### src/rtl/vecrf_pkg.sv
// vecrf_pkg: shared vector register file constants and types
package vecrf_pkg;
  localparam int VRF_NREGS = 16;
  localparam int VRF_LANES = 4;
  localparam int VRF_DW = 32;
  localparam int VRF_AW = $clog2(VRF_NREGS);
  typedef logic [VRF_LANES-1:0][VRF_DW-1:0] vreg_t;
  typedef logic [VRF_AW-1:0] vaddr_t;
endpackage

### src/rtl/vecrf_wr_arbiter_rr_arb2.sv
// rr_arb2: two-input round-robin arbiter, last_grant resets to 1 so requester 0 wins the first tie
module rr_arb2 (
  input  logic       clk,
  input  logic       rst,
  input  logic [1:0] valid,
  output logic [1:0] grant
);
  logic last_grant;
  // grant the lone requester, or on a tie the one not served last; nothing during reset
  always_comb grant = rst ? 2'b00 : (&valid) ? (last_grant ? 2'b01 : 2'b10) : valid;
  // remember who was served; a grant always implies an accepted transfer
  always_ff @(posedge clk)
    if (rst) last_grant <= 1'b1;
    else if (|grant) last_grant <= grant[1];
endmodule

### src/rtl/vecrf_wr_arbiter.sv
// vecrf_wr_arbiter: round-robin write-port arbiter with optional pending-write scoreboard (VECRF_SCOREBOARD_EN)
module vecrf_wr_arbiter
  import vecrf_pkg::*;
#(
  parameter int NREGS = VRF_NREGS,
  parameter int LANES = VRF_LANES,
  parameter int DW = VRF_DW,
  parameter int AW = $clog2(NREGS)
) (
  input  logic                      clk,
  input  logic                      rst,
  input  logic                      req0_valid,
  output logic                      req0_ready,
  input  logic [AW-1:0]             req0_addr,
  input  logic [LANES-1:0][DW-1:0]  req0_data,
  input  logic                      req1_valid,
  output logic                      req1_ready,
  input  logic [AW-1:0]             req1_addr,
  input  logic [LANES-1:0][DW-1:0]  req1_data,
  output logic                      wren,
  output logic [AW-1:0]             wraddr,
  output logic [LANES-1:0][DW-1:0]  wrdata,
  input  logic                      rsv_valid,
  input  logic [AW-1:0]             rsv_addr,
  output logic [NREGS-1:0]          busy
);
  logic [1:0] grant;
  rr_arb2 u_arb (
    .clk   (clk),
    .rst   (rst),
    .valid ({req1_valid, req0_valid}),
    .grant (grant)
  );
  assign req0_ready = grant[0];
  assign req1_ready = grant[1];
  // single write stage; address and data hold when nothing is accepted
  always_ff @(posedge clk)
    if (rst) begin
      wren <= 1'b0;
      wraddr <= '0;
      wrdata <= '0;
    end else begin
      wren <= |grant;
      if (|grant) begin
        wraddr <= grant[1] ? req1_addr : req0_addr;
        wrdata <= grant[1] ? req1_data : req0_data;
      end
    end
`ifdef VECRF_SCOREBOARD_EN
  logic [NREGS-1:0] sb_set, sb_clr;
  always_comb sb_set = rsv_valid ? NREGS'(1) << rsv_addr : '0;
  always_comb sb_clr = wren ? NREGS'(1) << wraddr : '0;
  // clear the written register, then set the reserved one so a same-cycle set wins
  always_ff @(posedge clk)
    if (rst) busy <= '0;
    else busy <= (busy & ~sb_clr) | sb_set;
  ap_rsv_not_busy: assert property (@(posedge clk) disable iff (rst)
    rsv_valid && !(wren && wraddr == rsv_addr) |-> !busy[rsv_addr]);
`else
  logic unused_rsv;
  assign unused_rsv = ^{rsv_valid, rsv_addr};
  assign busy = '0;
`endif
endmodule

### config.mk
export PLATFORM = sky130hd
export DESIGN_NAME = vecrf_wr_arbiter
export DESIGN_NICKNAME = d
export VERILOG_FILES = /design/src/rtl/vecrf_pkg.sv /design/src/rtl/vecrf_wr_arbiter_rr_arb2.sv /design/src/rtl/vecrf_wr_arbiter.sv
export SDC_FILE = /design/constraint.sdc
export NUM_CORES = 1
export LEC_CHECK = 0
export CORE_AREA = 2 2 167 169
export CTS_BUF_LIST = sky130_fd_sc_hd__clkbuf_2 sky130_fd_sc_hd__clkbuf_4 sky130_fd_sc_hd__clkbuf_8
export CTS_CLUSTER_SIZE = 10
export DETAILED_ROUTE_END_ITERATION = 8
export DIE_AREA = 0 0 169 171
export DONT_BUFFER_PORTS = 1
export GPL_TIMING_DRIVEN = 1
export PLACE_DENSITY_LB_ADDON = 0.2
export SLEW_MARGIN = 25
export SYNTH_ARGS = -nofsm -noshare
export SYNTH_HDL_FRONTEND = slang
export SYNTH_SLANG_ARGS = --single-unit
### constraint.sdc
create_clock -name clk -period 1.4 [get_ports clk]
set_input_delay 0.21 -clock clk [delete_from_list [all_inputs] [get_ports clk]]
set_output_delay 0.21 -clock clk [all_outputs]
set_load 0.1 [all_outputs]
# After elaboration in Yosys (flattened, before gate mapping)
# Cells that the tools add are included.
[word_totals]
reg_bits = 134
inputBits = 273
out_inout_bits = 151
elab_cells = 14
[classes]
mux = 5
n_reduce_logical = 2
[op_table]
columns = ["op", "n"]
rows = [
  ["two-way mux 128 bit", 1],
  ["two-way mux 2 bit", 3],
  ["two-way mux 4 bit", 1],
  ["AND reduction 2 bit", 1],
  ["OR reduction 2 bit", 1],
]

# Depth between registers and ports, before layout
[logic_depth]
depth_word = 4
ltp_mapped = 6

# Cells and area by module
# Synthesis repeated with hierarchy kept, for this count alone.
[hier_totals]
hier_cells = 616
area_unflattened_um2 = 6368.6
[modules_own_cells]
columns = ["module", "n_inst", "cells_per_inst", "area_each_um2", "seq_area_each_um2"]
rows = [
  ["vecrf_wr_arbiter", 1, 608, 6308.6, 2662.6],
  ["rr_arb2", 1, 8, 60.1, 20.0],
]

# Least setup slack after synthesis
# OpenSTA, ideal clock, no wires.
[synth_timing]
path_kind = "input to output"
start = "input req1_valid"
end = "output req0_ready"
t_arrival_ns = 3.061
required_time_ns = 1.190
setup_slack_ns = -1.871
cell_stages = 5
n_path_buf = 3
cell_sequence = "buf_2 -> clkbuf_1 -> clkbuf_1 -> nor2b_1 -> nor3b_1"
[synth_via]
elab_chain_cells = 3
[synth_rtl]
columns = ["element", "line_no", "text"]
rows = [
  ["start, declared", "vecrf_wr_arbiter.sv:16", "input logic req1_valid,"],
  ["AND reduction 2 bit", "vecrf_wr_arbiter_rr_arb2.sv:10", "always_comb grant = rst ? 2'b00 : (&valid) ? (last_grant ? 2'b01 : 2'b10) : valid;"],
  ["two-way mux 2 bit (2 in a row)", "vecrf_wr_arbiter_rr_arb2.sv:10", ""],
  ["end, declared", "vecrf_wr_arbiter.sv:13", "output logic req0_ready,"],
]
# Every way passes these cells.

# Final worst setup path
[layout_timing]
start = "register u_arb.last_grant"
end = "register wrdata[116] (netlist bit)"
[layout_via]
elab_chain_cells = 4
word_cells_on_any_way = 5
classes_between = "mux: 4; reduce/logical: 1"
[layout_rtl]
columns = ["element", "line_no", "text"]
rows = [
  ["start, declared", "vecrf_wr_arbiter_rr_arb2.sv:8", "logic last_grant;"],
  ["start signal, assigned", "vecrf_wr_arbiter_rr_arb2.sv:14", "else if (|grant) last_grant <= grant[1];"],
  ["two-way mux 2 bit (*) (3 in a row)", "vecrf_wr_arbiter_rr_arb2.sv:10", ""],
  ["two-way mux 128 bit / OR reduction 2 bit (equally long branches)", "vecrf_wr_arbiter.sv:46, vecrf_wr_arbiter.sv:44", ""],
  ["end signal, assigned", "vecrf_wr_arbiter.sv:46", "wrdata <= grant[1] ? req1_data : req0_data;"],
  ["end, declared", "vecrf_wr_arbiter.sv:22", "output logic [LANES-1:0][DW-1:0] wrdata,"],
]
# Every way passes the cells marked *; elsewhere a longest branch is shown, timed or not.
# A chain may end at the register's enable or synchronous reset.

==> results.yml <==
status:
  status: "finished with violations"
  violations: "setup timing"
logic_synthesis:
  synthTopCellsByCount: "134 x dfxtp_1, 132 x a2111oi_0, 132 x a221o_1, 132 x inv_1, 68 x clkbuf_1"
  yosys-top-cells-area: "dfxtp_1 43%, a221o_1 21%, a2111oi_0 19%"
  synthCells: 643
  postSynthAreaPerCell_sq_um: 9.622
  synth-main-ff-cell: "dfxtp_1"
  ys_warn_count: 0
  yosys.area.top_type_share: 0.4336
  synth_seq_cells: 134
  synthDistinctLibCells: 18
  async_flop_share: 0
  ys_seq_area_frac: 0.4336
  synth.largest_area_cell: "dfxtp_1"
  synth_edf_count: 0
  syn_area_sq_um: 6187
  post-synth-top-count-cell: "dfxtp_1"
worst_hold_path:
  hold_depth: 2
  min_path_type: "primary input to flip-flop"
floorplanning:
  initial_core_util: 0.2264
  die_y_um: 171
  die_area_sq_um: 28900
  rows: 61
  die_width_um: 169
  ios: 424
  core_sq_um: 27320
sta:
  rsz0062_at_grt: "yes"
  fin_crit_sh: 1.142
  layout_setup_ws_ns: -0.1986
  final-hold-violation-count: 0
  slew_violations: 0
  min_period_ns: 1.599
  finalSetupViolations: 125
  fin_worst_skew_ns: 0.02063
  fmax_mhz: 625.5
placed_design:
  hpwl_um: 15680
  postPlaceCellArea_sq_um: 7607
  gp_congestion: 0.7990
  io_buffers: 0
pwr:
  p_leak_uw: 0.004327
  ir_worst_vdd_v: 0.0005974
  power.total_uw: 12660
  power_density_nw_per_um2: 1208
global_route:
  grt_start_max_net_pins: 138
  grt_usage: 0.1667
  antenna_found_initial: 0
  grt_pass1_vias: 6705
  grt_pass1_wl_um: 37850
  grt.overflow.total: 0
routing:
  first_pass_iters: 4
  routedWlPerCell_um: 23.06
  via_per_inst: 5.414
  drtAntennaViolNets: 0
  drt_wl_total_um: 28820
  drc: 0
  vias: 6768
  initialDrtViolationCount: 346
cells_and_area:
  drive_above_1_share: 0.3020
  syn_to_final_growth_pct: 69.36
  fin_area_sq_um: 10480
  diodes: 0
  fillers: 2642
  final_util: 0.3835
  nNetsFinal: 1164
clock_tree:
  path_clk_slew_ns: 0.10
  clk_latency_ns: 0.45
  tritoncts: "done"
  clock-sinks: 134
  clockBufferDepth: 2
  clockRootBuffer: "clkbuf_8"
  cts_buffers: 17
  htree_levels: 4
setup_path:
  cp-end-kind: "flip-flop"
  crit_fanout: 11
  ff2ff_path_depth: 5
  worstSetupPathType: "flip-flop to flip-flop"
  cp.required_ns: 1.80
  startpoint_type: "flip-flop"
  cp.arrival_ns: 1.99
run:
  maxCapViolations: 0
[registers in the layout, summed over array words and instances, names as in the netlist]
register	count
wraddr	4
wren	1
u_arb.last_grant	1
wrdata	128
[worst paths after layout]
path / from / end / slack [ns]
hold / removal: rst / wrdata[1] / 0.09
setup reg to reg: u_arb.last_grant / wrdata[116] / -0.20
hold reg to reg: wrdata[94] / wrdata[94] / 0.49
setup / recovery: u_arb.last_grant / wrdata[116] / -0.20
[final cells by class]
type                            instances  area (sq um)  area share
Multi-Input combinational cell        289          3246      0.3097
Timing Repair Buffer                  317          3231      0.3083
Tap cell                              346         432.9     0.04131
Clock inverter                         12         118.9     0.01134
Sequential cell                       134          2686      0.2564
Clock buffer                           20         269.0     0.02567
Inverter                              132         495.5     0.04728
[logic make-up after synthesis]
logic type	share of synthesized area
compound gates	0.4012
buf+inv	0.1565
flops	0.4336
simple gates	0.008091
other cells	0.0006061
[worst max-delay path, stage by stage (launching register included)]
cell and delay, ns:
dfxtp_4 0.36, nand2_4 0.06, buf_4 0.21, clkbuf_16 0.22, a2111oi_1 0.51, a221o_1 0.20
[placed cells by master (no fill, tap or decap)]
cell type,n
nor2_1,1
clkbuf_8,19
inv_1,132
o21ai_0,1
dlygate4sd3_1,134
buf_16,8
dfxtp_4,1
a2111oi_0,39
nor2b_4,1
conb_1,16
nor2_4,1
buf_12,15
a2111oi_2,32
clkbuf_16,7
nor3b_4,1
nand2_4,1
clkbuf_4,1
buf_8,1
a2111oi_4,19
a221o_1,132
nand2b_1,1
bufinv_16,1
inv_6,4
a2111oi_1,42
nor3_4,1
buf_4,142
clkinv_4,1
and3b_4,1
dfxtp_1,133
buf_6,10
clkinvlp_4,6
[routing by layer]
layer  up-vias  GRT usage  wire (um)
met4         0    0.06020       1000
met2       384     0.2908      14190
met3        59    0.05135       2178
li1       3023          -          -
met5         -          0          0
met1      3302     0.1929      11460
[through the flow]
stage	setup TNS, ns	instances	worst slack, ns	hold slack, ns
after floorplan	-0.5413	658	-0.3885	0.3498
after global placement	-0.007184	1060	-0.007184	0.3219
after detailed placement	-0.3302	1060	-0.04993	0.3250
after CTS	-14.71	1233	-0.2090	0.06315
after global routing	-15.78	1250	-0.2735	0.05031
final	-10.00	1250	-0.1986	0.09488
[report_power, final]
| part | switching, uW | total [uW] | internal [uW] | leakage [uW] |
|---|---|---|---|---|
| combinational | 3610 | 4970 | 1360 | 0.00303 |
| sequential | 216 | 4370 | 4160 | 0.00111 |
| clock | 1770 | 3310 | 1550 | 0.000178 |
| total | 5590 | 12700 | 7070 | 0.00433 |
[timing repair]
| action | 4_1_cts | 5_1_grt |
|---|---|---|
| setup buffers | 3 | 5 |
| gates cloned | 4 | 12 |
| hold endpoints to repair | 134 | 0 |
| pin swaps | 3 | 3 |
| gates resized for setup | 42 | 145 |
| hold buffers | 134 | 0 |
| setup endpoints to repair | 40 | 139 |
Note: power is estimated with default switching activity, not from simulation.
